## config.mk

```make
export PLATFORM = sky130hd
export DESIGN_NAME = barrett_reduce_stage
export DESIGN_NICKNAME = d
export VERILOG_FILES = /design/src/rtl/kyber_pkg.sv /design/src/rtl/barrett_out_fifo.sv /design/src/rtl/barrett_reduce_stage.sv
export SDC_FILE = /design/constraint.sdc
export NUM_CORES = 1
export LEC_CHECK = 0
export ABC_AREA = 1
export BUFFER_PORTS_ARGS = -buffer_cell sky130_fd_sc_hd__clkbuf_2
export CAP_MARGIN = 25
export CORE_ASPECT_RATIO = 0.8
export CORE_UTILIZATION = 55
export DETAILED_ROUTE_END_ITERATION = 10
export PLACE_DENSITY = 0.73
export SETUP_SLACK_MARGIN = 0.4
export SYNTH_ARGS = -nofsm -noshare
export SYNTH_HDL_FRONTEND = slang
export SYNTH_SLANG_ARGS = --single-unit
```

## constraint.sdc

```tcl
create_clock -name clk -period 5.4 [get_ports clk]
set_clock_uncertainty 0.1 [all_clocks]
set_input_delay 0.54 -clock clk [delete_from_list [all_inputs] [get_ports clk]]
set_output_delay 0.54 -clock clk [all_outputs]
set_load 0.1 [all_outputs]
```

## src/rtl/kyber_pkg.sv

```systemverilog
// Shared constants and helpers for the Kyber coefficient datapath.
package kyber_pkg;

  localparam int unsigned Q          = 3329;
  localparam int unsigned DW         = 16;
  localparam int unsigned MULT_LAT   = 2;
  localparam int unsigned FIFO_DEPTH = 8;
  localparam int unsigned CW         = 18;
  localparam int unsigned HALF_Q     = (Q - 1) / 2;

  localparam logic signed [CW-1:0] Q_S      = CW'(Q);
  localparam logic signed [CW-1:0] HALF_Q_S = CW'(HALF_Q);

  // t*Q with Q = 2^11 + 2^10 + 2^8 + 1, formed without a multiplier.
  function automatic logic signed [CW-1:0] mul_q(input logic signed [CW-1:0] t);
    return (t <<< 11) + (t <<< 10) + (t <<< 8) + t;
  endfunction

endpackage

```

## src/rtl/barrett_out_fifo.sv

```systemverilog
// Synchronous show-ahead FIFO with registered head data, valid and occupancy count.
module barrett_out_fifo #(
  parameter int unsigned W     = 16,
  parameter int unsigned DEPTH = 8
) (
  input  logic                       clk,
  input  logic                       rst_n,
  input  logic                       wr_en,
  input  logic [W-1:0]               wr_data,
  input  logic                       rd_en,
  output logic                       rd_valid,
  output logic [W-1:0]               rd_data,
  output logic [$clog2(DEPTH+1)-1:0] count
);

  localparam int unsigned PTR_W = (DEPTH > 1) ? $clog2(DEPTH) : 1;
  localparam int unsigned CNT_W = $clog2(DEPTH + 1);

  logic [W-1:0]     mem_q [DEPTH];
  logic [W-1:0]     mem_d [DEPTH];
  logic [PTR_W-1:0] wr_ptr_q, wr_ptr_d;
  logic [PTR_W-1:0] rd_ptr_q, rd_ptr_d;
  logic [CNT_W-1:0] count_q, count_d;
  logic             valid_q, valid_d;
  logic [W-1:0]     data_q, data_d;
  logic             wr_fire_c, rd_fire_c;

  function automatic logic [PTR_W-1:0] ptr_inc(input logic [PTR_W-1:0] p);
    return (p == PTR_W'(DEPTH - 1)) ? '0 : p + PTR_W'(1);
  endfunction

  assign rd_valid = valid_q;
  assign rd_data  = data_q;
  assign count    = count_q;

  // Next pointers, count and head; the head register keeps its value while empty.
  always_comb begin
    mem_d     = mem_q;
    wr_ptr_d  = wr_ptr_q;
    rd_ptr_d  = rd_ptr_q;
    count_d   = count_q;
    wr_fire_c = wr_en && (count_q != CNT_W'(DEPTH));
    rd_fire_c = rd_en && (count_q != '0);
    if (wr_fire_c) begin
      mem_d[wr_ptr_q] = wr_data;
      wr_ptr_d        = ptr_inc(wr_ptr_q);
    end
    if (rd_fire_c) begin
      rd_ptr_d = ptr_inc(rd_ptr_q);
    end
    if (wr_fire_c && !rd_fire_c) begin
      count_d = count_q + CNT_W'(1);
    end else if (!wr_fire_c && rd_fire_c) begin
      count_d = count_q - CNT_W'(1);
    end
    valid_d = (count_d != '0);
    data_d  = valid_d ? mem_d[rd_ptr_d] : data_q;
  end

  // State registers.
  always_ff @(posedge clk or negedge rst_n) begin
    if (!rst_n) begin
      for (int i = 0; i < int'(DEPTH); i++) begin
        mem_q[i] <= '0;
      end
      wr_ptr_q <= '0;
      rd_ptr_q <= '0;
      count_q  <= '0;
      valid_q  <= 1'b0;
      data_q   <= '0;
    end else begin
      mem_q    <= mem_d;
      wr_ptr_q <= wr_ptr_d;
      rd_ptr_q <= rd_ptr_d;
      count_q  <= count_d;
      valid_q  <= valid_d;
      data_q   <= data_d;
    end
  end

endmodule

```

## src/rtl/barrett_reduce_stage.sv

```systemverilog
// Barrett reduction back end: aligns a with the external quotient estimate t,
// forms r = a - t*Q, corrects into range and buffers behind valid/ready.
// BARRETT_CENTERED_EN: when defined, results are centered in [-1664,1664].
module barrett_reduce_stage
  import kyber_pkg::*;
(
  input  logic          clk,
  input  logic          rst_n,
  input  logic          in_valid,
  output logic          in_ready,
  input  logic [DW-1:0] in_coeff,
  output logic [DW-1:0] mult_din,
  input  logic [DW-1:0] mult_dout,
  output logic          mult_srst,
  output logic          out_valid,
  input  logic          out_ready,
  output logic [DW-1:0] out_coeff
);

  localparam int unsigned SC_W  = $clog2(MULT_LAT + 1);
  localparam int unsigned CNT_W = $clog2(FIFO_DEPTH + 1);
  localparam int unsigned OCC_W = $clog2(FIFO_DEPTH + MULT_LAT + 3);

  logic [SC_W-1:0]      srst_cnt_q, srst_cnt_d;
  logic                 srst_q, srst_d;
  logic                 dl_vld_q [MULT_LAT];
  logic                 dl_vld_d [MULT_LAT];
  logic [DW-1:0]        dl_dat_q [MULT_LAT];
  logic [DW-1:0]        dl_dat_d [MULT_LAT];
  logic                 s1_vld_q, s1_vld_d;
  logic signed [CW-1:0] s1_r_q, s1_r_d;
  logic                 s2_vld_q, s2_vld_d;
  logic [DW-1:0]        s2_dat_q, s2_dat_d;
  logic signed [CW-1:0] a_ext_c, t_ext_c, r_c;
  logic                 accept_c;
  logic [OCC_W-1:0]     inflight_c;
  logic [CNT_W-1:0]     fifo_count;

  assign mult_din  = in_coeff;
  assign mult_srst = srst_q;
  assign accept_c  = in_valid && in_ready;

  // Hold the multiplier in reset for MULT_LAT cycles after rst_n releases.
  always_comb begin
    srst_cnt_d = srst_cnt_q;
    if (srst_cnt_q != SC_W'(MULT_LAT)) begin
      srst_cnt_d = srst_cnt_q + SC_W'(1);
    end
    srst_d = (srst_cnt_d != SC_W'(MULT_LAT));
  end

  // Delay line aligned to the multiplier, then S1 (a - t*Q) and S2 (range correction).
  always_comb begin
    dl_vld_d[0] = accept_c;
    dl_dat_d[0] = in_coeff;
    for (int i = 1; i < int'(MULT_LAT); i++) begin
      dl_vld_d[i] = dl_vld_q[i-1];
      dl_dat_d[i] = dl_dat_q[i-1];
    end
    a_ext_c  = CW'($signed(dl_dat_q[MULT_LAT-1]));
    t_ext_c  = CW'($signed(mult_dout));
    s1_vld_d = dl_vld_q[MULT_LAT-1];
    s1_r_d   = a_ext_c - mul_q(t_ext_c);

    r_c = s1_r_q;
    if (s1_r_q[CW-1]) begin
      r_c = s1_r_q + Q_S;
    end else if (s1_r_q >= Q_S) begin
      r_c = s1_r_q - Q_S;
    end
`ifdef BARRETT_CENTERED_EN
    if (r_c > HALF_Q_S) begin
      r_c = r_c - Q_S;
    end
`else
`endif
    s2_vld_d = s1_vld_q;
    s2_dat_d = r_c[DW-1:0];
  end

  // Credit check: everything in flight plus buffered must fit in the FIFO.
  always_comb begin
    inflight_c = OCC_W'(s1_vld_q) + OCC_W'(s2_vld_q);
    for (int i = 0; i < int'(MULT_LAT); i++) begin
      inflight_c = inflight_c + OCC_W'(dl_vld_q[i]);
    end
    in_ready = !srst_q && ((OCC_W'(fifo_count) + inflight_c) < OCC_W'(FIFO_DEPTH));
  end

  // Pipeline and sequencer registers.
  always_ff @(posedge clk or negedge rst_n) begin
    if (!rst_n) begin
      srst_cnt_q <= '0;
      srst_q     <= 1'b1;
      for (int i = 0; i < int'(MULT_LAT); i++) begin
        dl_vld_q[i] <= 1'b0;
        dl_dat_q[i] <= '0;
      end
      s1_vld_q <= 1'b0;
      s1_r_q   <= '0;
      s2_vld_q <= 1'b0;
      s2_dat_q <= '0;
    end else begin
      srst_cnt_q <= srst_cnt_d;
      srst_q     <= srst_d;
      dl_vld_q   <= dl_vld_d;
      dl_dat_q   <= dl_dat_d;
      s1_vld_q   <= s1_vld_d;
      s1_r_q     <= s1_r_d;
      s2_vld_q   <= s2_vld_d;
      s2_dat_q   <= s2_dat_d;
    end
  end

  barrett_out_fifo #(
    .W     (DW),
    .DEPTH (FIFO_DEPTH)
  ) u_fifo (
    .clk      (clk),
    .rst_n    (rst_n),
    .wr_en    (s2_vld_q),
    .wr_data  (s2_dat_q),
    .rd_en    (out_ready),
    .rd_valid (out_valid),
    .rd_data  (out_coeff),
    .count    (fifo_count)
  );

endmodule

```

==> results by group, run 1 <==
Floorplan
  – I/O pin cnt: 71
  – Initial Utilization: 56.13%
  – Core Region: 25370 sq um
  – Die Height: 145.9 um
  – Placement Rows: 52
  – Die X: about 180 um
  – Die area: 26550 sq um

Synthesis
  – Ys Warns: 0
  – Number of flops mapped to enable cells by yosys: 0
  – Synth area leader: dfrtp_1
  – Top-area cell type share of the netlist area: around 40%
  – Yosys reg bits: 228
  – FFs w/ async S/R, synth: 100.0%
  – Sequential share of the synthesized area: roughly 40%
  – Post-Synthesis Cell Area: 14240 sq um
  – Primary FF master, synth: dfrtp_1
  – Cells after synthesis: 1952
  – Synth top area cells: dfrtp_1 40%, nand2_1 21%, nand3_1 12%, ha_1 3.3%, inv_1 3.2%
  – Syn_area_per_cell: 7.297 sq um
  – Synth unique cells: 41
  – Synthesized net count: 2049

Job
  – Max-cap violations: 0

Clock tree
  – Clock tree buffer depth: 3
  – Cts bufs inserted: 24
  – Later-pin clock latency in the skew report: approximately 0.53 ns
  – Clk Tree Root Cell: clkbuf_16
  – CTS H-tree lvls: 1
  – Clock slew at the register clock pins of the worst setup and hold paths: 0.07 ns
  – Post-CTS sizing: 0
  – Clock tree sinks: 228
  – Post-CTS setup buffer count: 0
  – TritonCTS clock tree: built
  – Cts hold-fix bufs: 0

Routing
  – Vias/cell: 5.770
  – Detailed-route wire length per cell: 17.19 um
  – Detailed Routing Iterations Pass 1: 6
  – Detailed-route wire length: a little under 40 mm
  – Drc violations: 0
  – DR iter-0 viols: 1379
  – Detail Route Antenna Nets: 0
  – Vias: 13.06k

Setup path
  – Critical path class: reg2reg
  – Worst endpoint required time: between 5 and 6 ns
  – Worst-path maximum fanout: 103
  – Critical path arrival: approximately 4.0 ns
  – Crit path launch type: flip-flop
  – Worst Setup End Kind: flip-flop

Finish
  – Commonest cells after routing, fill and taps aside: 788 x nand2_1, 352 x nand3_1, 226 x dfrtp_1, 122 x inv_1, 70 x nand4_1
  – Diode count: 0
  – Post-Route Utilization: between 50% and 60%
  – Area growth syn-to-layout: 6.782%
  – Final nets: 2022
  – Fill cells: approximately 2.3k
  – Commonest non-fill, non-tap cell in the layout: nand2_1
  – Fraction of layout cells with a size suffix above 1: 8.402%

Status
  – Status: finished with violations
  – Failing checks: hold timing

STA
  – Endpoints failing setup: 0
  – Fmax: 269.0 MHz
  – Worst Max-Slew Pin Slew: 1.011 ns
  – Fin. max-slew vios: 0
  – PnR worst setup slack: ~1.7 ns
  – Slew margin rel.: 32.41%
  – RSZ-0062 raised after global routing: false
  – Final TNS setup: 0 ns
  – Final Hold Fails: 2
  – Final Cycle Share: 68.85%
  – Crit path time final: 3.718 ns
  – Hold Slack: -0.006601 ns

Placed design
  – Pre-CTS WS: 1.588 ns
  – Buffers on Ports: 70
  – DP HPWL: between 20 and 25 mm
  – RePlAce Congestion: 0.9015

Global route
  – Global-route usage over all layers: 29.98%
  – Pin count of the biggest net entering global routing: 123
  – Wire length of the first global-routing pass: 63.80 mm
  – Initial antenna violation count: 0
  – Gr ovfl total: 0
  – Vias in the first global route: 12.26k

Power and ir drop
  – Static leakage: between 8 and 9 nW
  – Peak supply drop: between 500 and 600 uV
  – Pwr per Cell Area: between 600 and 700 nW/um^2

Worst hold path
  – Type of the tightest min-delay check: in2async
==> per-stage QoR <==
stage               power, mW  cells  cell area [sq um]  hold WS, ns
floorplan               7.308   1952              14240       0.1444
global placement        8.551   2223              14410       0.2320
detailed placement      8.663   2223              14410       0.2347
CTS                     10.38   2264              15210     0.007416
global route            11.19   2264              15210     0.004204
finish                  10.42   2264              15210    -0.006601
==> synthesized netlist by cell type (3+ instances only) <==
cell type,number
nor4_1,3
buf_1,7
xor2_1,25
o211ai_1,7
buf_6,8
nand3_1,352
nand2_2,6
buf_4,22
inv_2,4
nor3_1,10
a211oi_1,3
nand3_2,13
o21ai_0,22
clkbuf_1,46
nand3b_1,4
buf_2,54
inv_1,123
nand2_1,789
ha_1,38
nand4_1,70
dfrtp_1,227
a21oi_1,22
nor2_1,42
nand2_4,6
xnor2_1,5
fa_1,23
==> logic make-up after synthesis <==
| family | share of synthesized area, % |
|---|---|
| AOI/OAI and AO/OA | 2.829 |
| xor gates and xnor gates | 1.845 |
| adders and majority gates | 6.571 |
| buffers and inverters | 8.494 |
| DFF | 40.07 |
| and+or+nand+nor | 40.20 |
==> worst paths after layout <==
check / start / slack, ns / cells past startpoint / endpoint
max: u_fifo.count[0] / 1.68 / 12 / u_fifo.rd_data[8]
min in group clk: in_coeff[1] / 0.02 / 1 / dl_dat_d[1]
min reg2reg: dl_dat_d[5] / 0.25 / 0 / a_ext_c[5]
max in group asynchronous: rst_n / 4.04 / 2 / u_fifo.mem_q[98]
max reg2reg: u_fifo.count[0] / 1.68 / 12 / u_fifo.rd_data[8]
min: rst_n / -0.007 / 1 / s2_dat_q[10]
==> area by class of cell <==
type | instances | area (sq um) | share of cell area (%)
clock buffer | 34 | 698.2 | 4.590
inverter | 128 | 485.5 | 3.192
tap | 324 | 405.4 | 2.665
multi-input combinational | 1459 | 7335 | 48.22
clock inverter | 7 | 100.1 | 0.6581
timing repair buffer | 84 | 478.0 | 3.142
sequential | 228 | 5708 | 37.53
==> flip-flops by register name, summed over array words and instances (netlist names), 2 cells and up <==
| name | cells |
|---|---|
| dl_dat_d | 16 |
| u_fifo.count | 4 |
| srst_cnt_q | 2 |
| u_fifo.wr_ptr_q | 3 |
| u_fifo.rd_data | 16 |
| u_fifo.rd_ptr_q | 3 |
| s2_dat_q | 16 |
| s1_r_q | 18 |
| u_fifo.mem_q | 128 |
| a_ext_c | 16 |
==> layer usage <==
| layer | global-route usage (%) | vias to the layer above | part of all wire (%) |
|---|---|---|---|
| li1 | - | 6258 | - |
| met1 | 46.05 | 6120 | 46 |
| met2 | 43.27 | 616 | 43 |
| met3 | 5.055 | 70 | 8.6 |
| met4 | 8.824 | 0 | 2.5 |
| met5 | 0 | - | 0 |
==> power breakdown <==
group	switching [mW]	total (mW)	internal [mW]
registers	0.582	2.91	2.33
clock network	0.692	1.68	0.993
logic	4.22	5.83	1.61
==> critical path, stage by stage (launching register included) <==
cell and delay [ns]:
dfrtp_1 0.43, inv_1 0.13, ha_1 0.21, nand3_2 0.10, nand2_4 0.48, clkinv_4 0.81, buf_4 0.55, nand2_1 0.13
nand3_1 0.08, nand3_1 0.13, nand3_1 0.18, nand3_2 0.12, nand2_1 0.06
(Power assumes the default switching activity.)
==> inputs of run 2 (changes only) <==
ABC_AREA = 0   (was 1)
clock period = 3.75 ns   (was 5.4 ns; I/O delays follow)
==> run 2 against run 1 <==
  * Critical path type is now reg2out
  * Hold slack better by 0.14 ns
  * Largest power group unchanged
  * Design area shrank 13%
  * The run now ends clean
  * Non-clock buffer count up 29
==> results by group, run 2 <==
Status
  – Status: finished, final reports clean

Routing
  – Drc violations: 0
  – Vias: 7253
  – Detailed Routing Iterations Pass 1: 5
  – Detail Route Antenna Nets: 0
  – Detailed-route wire length per cell: 17.79 um
  – Vias/cell: 5.491
  – DR iter-0 viols: ~330
  – Detailed-route wire length: approximately 23 mm

Clock tree
  – TritonCTS clock tree: built
  – Clock tree buffer depth: 3
  – CTS H-tree lvls: 1
  – Clock tree sinks: about 230
  – Clk Tree Root Cell: clkbuf_16
  – Cts bufs inserted: 24
  – Later-pin clock latency in the skew report: 0.52 ns
  – Clock slew at the register clock pins of the worst setup and hold paths: 0.06 ns

Floorplan
  – Die Height: 131.8 um
  – Die area: 21640 sq um
  – I/O pin cnt: slightly above 70
  – Core Region: 20640 sq um
  – Die X: 164.2 um
  – Placement Rows: 47
  – Initial Utilization: 56.10%

Global route
  – Initial antenna violation count: 0
  – Global-route usage over all layers: 22.94%
  – Vias in the first global route: 7354
  – Gr ovfl total: 0
  – Wire length of the first global-routing pass: a little under 40 mm
  – Pin count of the biggest net entering global routing: 111

Finish
  – Area growth syn-to-layout: 13.95%
  – Max reg flops: approximately 130
  – Top reg by flops: u_fifo.mem_q
  – Commonest non-fill, non-tap cell in the layout: dfrtp_1
  – Fraction of layout cells with a size suffix above 1: roughly 28%
  – Final nets: 1131
  – Commonest cells after routing, fill and taps aside: 226 x dfrtp_1, 119 x mux2_2, 95 x inv_1, 68 x clkbuf_2, 66 x mux2i_1
  – Largest regs: u_fifo.mem_q: 128 flops, s1_r_q: 18 flops
  – Diode count: 0
  – Post-Route Utilization: 63.93%

Setup path
  – CP Buf/Inv Count: 1
  – Critical path class: reg2out
  – Reg2reg end: u_fifo.rd_data[7]
  – Worst endpoint required time: roughly 3.3 ns
  – Worst R2R Path Depth: 8
  – Worst r2r src: u_fifo.count[1]
  – CP delay by family, top: adder cells
  – Slowest stage delay, CP: around 0.49 ns
  – Worst Setup SP: s2_vld_q
  – Critical path arrival: 2.70 ns
  – Worst-path maximum fanout: 13
  – Crit path launch type: flip-flop
  – Setup slack, reg-to-reg: 0.66 ns
  – Slowest CP cell: dfrtp_2
  – Worst path cell trace: fa_1 -> ha_1 -> a21oi_1 -> nor2b_1 -> o21ai_0 -> xnor2_1 -> nor2_1 -> clkbuf_4
  – Worst Setup End Kind: output port

Worst hold path
  – Hold Path Origin: mult_dout[0]
  – Type of the tightest min-delay check: in2reg
  – Worst hold path stage count: 3
  – Hold Path Sink: s1_r_q[0]

Synthesis
  – Synth area leader: dfrtp_1
  – Sequential share of the synthesized area: 49.28%
  – Commonest cells in the netlist: 227 x dfrtp_1, 119 x mux2_2, 97 x inv_1, 66 x mux2i_1, 57 x nor2_1
  – Syn_area_per_cell: roughly 12 sq um
  – Synthesized net count: 1045
  – Top-area cell type share of the netlist area: 49.05%
  – FFs w/ async S/R, synth: between 90% and 100%
  – Yosys reg bits: approximately 230
  – Synth top area cells: dfrtp_1 49%, mux2_2 12%, mux2i_1 5.7%, ha_1 4.1%, fa_1 4.0%
  – Number of flops mapped to enable cells by yosys: 0
  – Synth unique cells: 66
  – Count leader, synth: dfrtp_1
  – Post-Synthesis Cell Area: 11580 sq um
  – Primary FF master, synth: dfrtp_1
  – Cells after synthesis: 948
  – Ys Warns: 0

STA
  – RSZ-0062 raised after global routing: true
  – Endpoints failing setup: 0
  – Final Cycle Share: 84.71%
  – Fin. max-slew vios: 0
  – PnR worst setup slack: 0.5734 ns
  – Fmax: 314.8 MHz
  – Slew margin rel.: 46.07%
  – Final TNS setup: 0 ns
  – Crit path time final: ~3.2 ns
  – Final Hold Fails: 0
  – Worst Max-Slew Pin Slew: 0.8089 ns

Placed design
  – Buffers on Ports: 70
  – DP HPWL: approximately 15 mm
  – RePlAce Congestion: 0.9209
  – Pre-CTS WS: 0.1406 ns

Job
  – Max-cap violations: 0

Power and ir drop
  – Static leakage: 6.175 nW
  – Peak supply drop: roughly 750 uV
  – Pwr per Cell Area: 954.1 nW/um^2
-- run 2: changes by cell type after synthesis, moves of 16 or more --
| cell | previous run | this run |
|---|---|---|
| buf_2 | 54 | 12 |
| clkbuf_1 | 46 | 11 |
| inv_1 | 123 | 97 |
| mux2_2 | 0 | 119 |
| mux2i_1 | 0 | 66 |
| nand2_1 | 789 | 29 |
| nand3_1 | 352 | 10 |
| nand4_1 | 70 | 3 |
| o32a_1 | 0 | 16 |
| xnor2_1 | 5 | 29 |
| xor2_1 | 25 | 7 |
-- run 2: stage by stage --
stage	total power, mW	std cells	hold slack [ns]	area, sq um
floorplan	8.754	948	-0.02059	11630
global placement	9.951	1257	0.2325	12160
detailed placement	10.12	1257	0.2347	12160
global route	13.42	1321	0.1477	13200
finish	12.59	1321	0.1370	13200
CTS	12.65	1319	0.1180	13180
-- run 2: how the worst max path moves through the flow --
stage | cells past startpoint | endpoint
finish | 8 | in_ready
floorplan | 13 | s1_r_q[17]
global route | 8 | in_ready
detailed placement | 14 | s1_r_q[17]
CTS | 8 | in_ready
global placement | 12 | s1_r_q[16]
-- run 2: cell type report --
cell class,count,area [sq um]
clock buffer,30,663.1
clock inverter,14,168.9
fill,1597,7446
inverter,97,367.9
multi-input combinational,570,5207
sequential,228,5708
tap,269,336.6
timing repair buffer,113,743.2
-- run 2: metal layers --
metal / global-route usage, % / vias to the layer above / routed length (um)
met5: 0 / - / 0
met4: 5.864 / 0 / 444
met3: 2.925 / 29 / 982
met2: 36.76 / 179 / 10910
met1: 33.16 / 3594 / 11160
li1: - / 3451 / -
-- run 2: report_power, final --
group / internal [mW] / switching [mW] / total [mW]
Sequential: 3.49 / 0.640 / 4.13
Clock: 1.47 / 0.968 / 2.44
Combinational: 2.60 / 3.43 / 6.02
-- run 2: kinds of logic after synthesis --
kind of cell / Yosys count / share of synthesized area [%]
flip-flops: 228 / 49.28
AND/OR/NAND/NOR: 160 / 7.229
XOR/XNOR: 36 / 2.723
multiplexers: 197 / 18.79
buffers and inverters: 150 / 6.202
AO/OA/AOI/OAI: 116 / 7.693
adder cells (fa/ha/maj): 61 / 8.082
-- run 2: worst min-delay path: stages --
cell and delay, ns:
clkbuf_2 0.10, buf_4 0.15, xor2_1 0.07
-- run 2: timing repair --
item	in CTS	in global routing
resized for setup	1	2
hold endpoints to repair	122	0
pin swaps	0	1
endpoints found under the setup margin	1	16
buffers inserted	0	2
hold buffers	18	0
